$ cat src/rtl/dm_arb_pkg.sv
// Shared types and constants for the data-memory port arbiter.
package dm_arb_pkg;

  typedef enum logic [1:0] {OWN_NONE, OWN_LD, OWN_ST, OWN_AUX} owner_e;

  typedef enum logic {ARB_IDLE, ARB_WAIT} state_e;

  typedef struct packed {
    logic ld;
    logic st;
    logic aux;
  } grant_t;

  localparam logic [3:0] STRB_NONE  = 4'b1111;
  localparam grant_t     GRANT_NONE = '{ld: 1'b0, st: 1'b0, aux: 1'b0};

  function automatic owner_e grant_to_owner(input grant_t g);
    if (g.ld) begin
      return OWN_LD;
    end else if (g.st) begin
      return OWN_ST;
    end else if (g.aux) begin
      return OWN_AUX;
    end else begin
      return OWN_NONE;
    end
  endfunction

endpackage

$ cat src/rtl/dm_arb_pick.sv
// Fixed-priority winner selection; a saturated starvation flag lifts store or aux above load.
module dm_arb_pick
  import dm_arb_pkg::*;
(
  input  logic   ld_valid,
  input  logic   st_valid,
  input  logic   aux_valid,
  input  logic   st_sat,
  input  logic   aux_sat,
  output grant_t grant
);

  // One-hot grant: promoted store, promoted aux, then load > store > aux.
  always_comb begin
    grant = GRANT_NONE;
    if (st_valid && st_sat) begin
      grant.st = 1'b1;
    end else if (aux_valid && aux_sat) begin
      grant.aux = 1'b1;
    end else if (ld_valid) begin
      grant.ld = 1'b1;
    end else if (st_valid) begin
      grant.st = 1'b1;
    end else if (aux_valid) begin
      grant.aux = 1'b1;
    end else begin
      grant = GRANT_NONE;
    end
  end

endmodule

$ cat src/rtl/dm_port_arbiter.sv
// Shares the single DM port between LSU load, LSU store-drain and an aux master,
// one transaction in flight, response routed back to the owner.
module dm_port_arbiter
  import dm_arb_pkg::*;
#(
  parameter int ADDR_W     = 32,
  parameter int DATA_W     = 32,
  parameter int STARVE_LIM = 4
) (
  input  logic              clk,
  input  logic              rst,
  input  logic [ADDR_W-1:0] lsu_addr,
  input  logic              lsu_ld_req_valid,
  output logic              lsu_ld_req_ready,
  output logic              lsu_ld_data_valid,
  output logic [DATA_W-1:0] lsu_ld_data,
  input  logic              lsu_st_req_valid,
  output logic              lsu_st_req_ready,
  input  logic [3:0]        lsu_st_strb,
  input  logic [DATA_W-1:0] lsu_st_data,
  output logic              lsu_st_done,
  input  logic              aux_req_valid,
  output logic              aux_req_ready,
  input  logic              aux_we,
  input  logic [ADDR_W-1:0] aux_addr,
  input  logic [DATA_W-1:0] aux_wdata,
  input  logic [3:0]        aux_strb,
  output logic              aux_rsp_valid,
  output logic [DATA_W-1:0] aux_rsp_data,
  output logic              mem_req_valid,
  input  logic              mem_req_ready,
  output logic              mem_we,
  output logic [ADDR_W-1:0] mem_addr,
  output logic [DATA_W-1:0] mem_wdata,
  output logic [3:0]        mem_strb,
  input  logic              mem_rsp_valid,
  input  logic [DATA_W-1:0] mem_rsp_data,
  output logic              spurious_rsp
);

  localparam int              CNT_W = 4;
  localparam logic [CNT_W-1:0] LIM_C = CNT_W'(STARVE_LIM);

  state_e           state_r, state_nxt_s;
  owner_e           owner_r;
  logic [CNT_W-1:0] st_cnt_r, aux_cnt_r;
  logic             spurious_r;
  grant_t           grant_s;
  logic             hs_s;

  dm_arb_pick u_pick (
    .ld_valid  (lsu_ld_req_valid),
    .st_valid  (lsu_st_req_valid),
    .aux_valid (aux_req_valid),
    .st_sat    (st_cnt_r == LIM_C),
    .aux_sat   (aux_cnt_r == LIM_C),
    .grant     (grant_s)
  );

  assign hs_s = (state_r == ARB_IDLE) && mem_req_valid && mem_req_ready;

  // State register.
  always_ff @(posedge clk or negedge rst) begin
    if (!rst) begin
      state_r <= ARB_IDLE;
    end else begin
      state_r <= state_nxt_s;
    end
  end

  // Next-state: grant moves to WAIT, any response returns to IDLE.
  always_comb begin
    state_nxt_s = state_r;
    case (state_r)
      ARB_IDLE: state_nxt_s = hs_s ? ARB_WAIT : ARB_IDLE;
      ARB_WAIT: state_nxt_s = mem_rsp_valid ? ARB_IDLE : ARB_WAIT;
      default:  state_nxt_s = ARB_IDLE;
    endcase
  end

  // Owner, starvation counters and the sticky spurious-response flag.
  always_ff @(posedge clk or negedge rst) begin
    if (!rst) begin
      owner_r    <= OWN_NONE;
      st_cnt_r   <= {CNT_W{1'b0}};
      aux_cnt_r  <= {CNT_W{1'b0}};
      spurious_r <= 1'b0;
    end else begin
      if (hs_s) begin
        owner_r <= grant_to_owner(grant_s);
        if (grant_s.st) begin
          st_cnt_r <= {CNT_W{1'b0}};
        end else if (lsu_st_req_valid && (st_cnt_r != LIM_C)) begin
          st_cnt_r <= st_cnt_r + 4'd1;
        end
        if (grant_s.aux) begin
          aux_cnt_r <= {CNT_W{1'b0}};
        end else if (aux_req_valid && (aux_cnt_r != LIM_C)) begin
          aux_cnt_r <= aux_cnt_r + 4'd1;
        end
      end else if ((state_r == ARB_WAIT) && mem_rsp_valid) begin
        owner_r <= OWN_NONE;
      end
      if ((state_r == ARB_IDLE) && mem_rsp_valid) begin
        spurious_r <= 1'b1;
      end
    end
  end

  assign spurious_rsp = spurious_r;

  // Request mux toward memory and response routing back to the owner.
  always_comb begin
    mem_req_valid     = 1'b0;
    mem_we            = 1'b0;
    mem_addr          = {ADDR_W{1'b0}};
    mem_wdata         = {DATA_W{1'b0}};
    mem_strb          = 4'b0000;
    lsu_ld_req_ready  = 1'b0;
    lsu_st_req_ready  = 1'b0;
    aux_req_ready     = 1'b0;
    lsu_ld_data_valid = 1'b0;
    lsu_ld_data       = {DATA_W{1'b0}};
    lsu_st_done       = 1'b0;
    aux_rsp_valid     = 1'b0;
    aux_rsp_data      = {DATA_W{1'b0}};
    case (state_r)
      ARB_IDLE: begin
        mem_req_valid    = lsu_ld_req_valid | lsu_st_req_valid | aux_req_valid;
        lsu_ld_req_ready = grant_s.ld  & mem_req_ready;
        lsu_st_req_ready = grant_s.st  & mem_req_ready;
        aux_req_ready    = grant_s.aux & mem_req_ready;
        if (grant_s.ld) begin
          mem_addr = lsu_addr;
          mem_strb = STRB_NONE;
        end else if (grant_s.st) begin
          mem_we    = 1'b1;
          mem_addr  = lsu_addr;
          mem_wdata = lsu_st_data;
          mem_strb  = lsu_st_strb;
        end else if (grant_s.aux) begin
          mem_we    = aux_we;
          mem_addr  = aux_addr;
          mem_wdata = aux_we ? aux_wdata : {DATA_W{1'b0}};
          mem_strb  = aux_we ? aux_strb : STRB_NONE;
        end else begin
          mem_strb = 4'b0000;
        end
      end
      ARB_WAIT: begin
        if (mem_rsp_valid) begin
          case (owner_r)
            OWN_LD: begin
              lsu_ld_data_valid = 1'b1;
              lsu_ld_data       = mem_rsp_data;
            end
            OWN_ST:  lsu_st_done = 1'b1;
            OWN_AUX: begin
              aux_rsp_valid = 1'b1;
              aux_rsp_data  = mem_rsp_data;
            end
            default: lsu_st_done = 1'b0;
          endcase
        end else begin
          lsu_st_done = 1'b0;
        end
      end
      default: mem_req_valid = 1'b0;
    endcase
  end

endmodule

$ cat config.mk
export PLATFORM = sky130hd
export DESIGN_NAME = dm_port_arbiter
export DESIGN_NICKNAME = d
export VERILOG_FILES = /design/src/rtl/dm_arb_pkg.sv /design/src/rtl/dm_arb_pick.sv /design/src/rtl/dm_port_arbiter.sv
export SDC_FILE = /design/constraint.sdc
export NUM_CORES = 1
export LEC_CHECK = 0
export ABC_AREA = 1
export ABC_CLOCK_PERIOD_IN_PS = 2250
export CELL_PAD_IN_SITES_DETAIL_PLACEMENT = 1
export CELL_PAD_IN_SITES_GLOBAL_PLACEMENT = 1
export CORE_MARGIN = 2
export CORE_UTILIZATION = 16
export DETAILED_ROUTE_END_ITERATION = 12
export GPL_TIMING_DRIVEN = 0
export MAX_ROUTING_LAYER = met4
export PLACE_DENSITY_LB_ADDON = 0.1
export REMOVE_ABC_BUFFERS = 1
export SYNTH_ARGS = -nofsm -noshare
export SYNTH_HDL_FRONTEND = slang
export SYNTH_SLANG_ARGS = --single-unit
$ cat constraint.sdc
create_clock -name clk -period 2.25 [get_ports clk]
set_clock_uncertainty 0.05 [all_clocks]
set_input_delay 0.45 -clock clk [delete_from_list [all_inputs] [get_ports clk]]
set_output_delay 0.45 -clock clk [all_outputs]
set_load 0.02 [all_outputs]
==> qor.yml <==
outcome: "finished with violations"
violations: "setup timing"
required_ns: 1.75
slew_headroom_pct: 42.7
max-cap-violations: 0
grt_max_degree: 38
die_h_um: 137
yosys.cell_types.count: 23
dp_hpwl_mm: 14.3
io_pins: 317
whs_path_depth: 1
drc: 0
vias: 5463
yosys-top-cells-count: "nand2_1 (121), inv_1 (87), nand3_1 (84), nor2_1 (81), nand4_1 (64)"
critPathCaptureType: "output pin"
cts_max_path_buffers: 2
setup_slack_ns: -0.249
syn_inst: 561
synth_edf_count: 0
worstMarginPinSlew_ns: 0.859
worstReg2RegEnd: "st_cnt_r[2]"
worst_path_largest_cell_delay_ns: 0.40
yosysTopAreaCell: "nand2_1"
insertion_delay_ns: 0.25
fin_nets: 1093
hold_viol: 0
synthMostInstantiatedCell: "nand2_1"
core_area_um2: 17300
fmax_mhz: 400
yosysWarnings: 0
hp-class: "flop to flop"
synth-seq-cells: 12
stdcell_count: 1137
vdd_ir_drop_max_uv: 465
path_class: "flop to output pin"
asyncSetResetFlopFracSynth_pct: 100
area_growth_pct: 171
rsz0062_at_grt: "yes"
drt_iter0_drc: 206
ant_nets: 0
grt_pass1_wl_mm: 33.3
rr_startpoint: "state_r"
ys.flop_type: "dfrtp_1"
antennaDiodeCount: 0
final_util_pct: 44.3
track_usage_pct: 24.0
path_clk_slew_ns: 0.05
antenna_found_initial: 0
finalSetupViolCount: 71
wl_per_cell_um: 20.7
die_width_um: 137
layout-drive-gt1-share_pct: 39.9
min_period_ns: 2.50
fillers: 2116
globalplace.congestion: 0.819
p_per_area_nw_per_um2: 589
overflow: 0
synth_top_area_share_pct: 16.0
netlist_area_um2: 2830
num_rows: 48
cp_max_fo: 8
cts_tree: "built"
clock_sinks: 12
synthTopCellsByArea: "nand2_1 (16%), nand3_1 (15%), nand4_1 (14%)"
port_buffers: 316
cp.arrival_ns: 2.00
cts_root_buffer: "clkbuf_16"
cts_htree_levels: 1
yosysSeqAreaShare_pct: 10.6
ff2ff_setup_slack_ns: 0.24
cpMaxStageDelayCell: "dfrtp_1"
numCtsBuffers: 3
die_area_um2: 18800
leakage_nw: 3.93
drv_slew: 0
total_power_mw: 4.51
viasPerCell: 4.80
seqCellArea_um2: 304
finalCritPeriodShare_pct: 111
path_cells: "inv_2, ha_4, nand4_4, buf_12, nand2_8, nand2_8, buf_12, buf_16, nand2_4, nand3_2, nand2_2, inv_2, buf_6"
multiInputGateArea_um2: 2790
finalWirelength_mm: 23.5
grt_pass1_vias: 5544
start_util_pct: 16.4
hold_start: "spurious_rsp"
synth.avg_cell_area_um2: 5.04
dp.cells: 1056
dr.pass1.iters: 4
hold_path_end: "spurious_rsp"
start_kind: "flop"
r2r_cells: 6
## logic make-up after synthesis
| family | count (synthesis) | synth area share (%) |
|---|---|---|
| adder cells (fa/ha/maj) | 4 | 1.77 |
| buffers and inverters | 137 | 19.8 |
| flip-flops | 12 | 10.6 |
| AO/OA/AOI/OAI | 47 | 8.80 |
| XOR/XNOR | 4 | 1.24 |
| AND/OR/NAND/NOR | 357 | 57.8 |
## state kept, by name (all words and copies together) (netlist names)
register / count
spurious_rsp: 1
st_cnt_r: 4
owner_r: 2
state_r: 1
aux_cnt_r: 4
## timing repair
item / 4_1_cts / 5_1_grt
gates resized for setup: 810 / 92
hold buffers: 0 / 0
pin swaps: 15 / 11
buffers inserted: 53 / 3
setup endpoints to repair: 152 / 136
gates cloned: 19 / 3
## worst max path at each step
stage | start | cells after the start | to | slack, ns
floorplan | st_cnt_r[0] | 8 | mem_we | -2.68
CTS | aux_cnt_r[1] | 10 | mem_wdata[4] | -0.22
detailed placement | aux_req_valid | 7 | mem_wdata[31] | -2.06
global placement | lsu_st_req_valid | 8 | mem_we | -6.09
global route | aux_cnt_r[0] | 13 | mem_addr[18] | -0.34
finish | aux_cnt_r[0] | 13 | mem_addr[4] | -0.25
## cell usage in the layout, fill, tap and decap left out, types with 7 or more instances in the layout
master,count
nand3_1,47
clkdlybuf4s50_1,171
nand2_1,71
nand2_2,20
buf_2,52
buf_4,81
nand2_4,30
a21oi_1,21
nor2_1,72
nand4_1,64
a21oi_2,13
buf_16,9
inv_1,64
o21ai_0,7
nand2_8,9
inv_2,19
buf_6,44
dfrtp_1,11
buf_12,12
nand3_2,32
## worst max-delay path: cells and delay by family (launching register included)
kind / cells / cell delay (ns)
and+or+nand+nor: 6 / 0.45
adders and majority gates: 1 / 0.15
DFF: 1 / 0.40
buffers and inverters: 6 / 0.74
## per-stage QoR
step / worst slack, ns / area [µm²] / setup TNS (ns) / hold WS, ns
finish: -0.249 / 7660 / -14.26 / 0.406
global placement: -6.09 / 6040 / -557.62 / 0.392
global route: -0.343 / 7660 / -20.59 / 0.425
detailed placement: -2.06 / 6120 / -268.69 / 0.398
CTS: -0.216 / 7260 / -11.43 / 0.408
floorplan: -2.68 / 2600 / -248.40 / 0.104
## cell type report
type,count,share of cell area (%)
repair buffers,385,49.9
multi-input cells,420,36.5
inverters,88,4.54
flip-flops and latches,12,3.97
well taps,225,3.68
clock buffers,4,1.16
repair inverters,3,0.245
## power breakdown
part | internal (mW) | switching, mW
registers | 0.295 | 0.102
clock network | 0.270 | 0.109
logic | 1.76 | 1.98
total | 2.32 | 2.19
## per-layer routing
| metal | GRT usage, % | wire [µm] |
|---|---|---|
| met5 | - | 0 |
| met4 | 7.33 | 681 |
| met3 | 3.15 | 1550 |
| met2 | 44.0 | 12600 |
| met1 | 26.8 | 8690 |
Note: power is estimated with default switching activity, not from simulation.
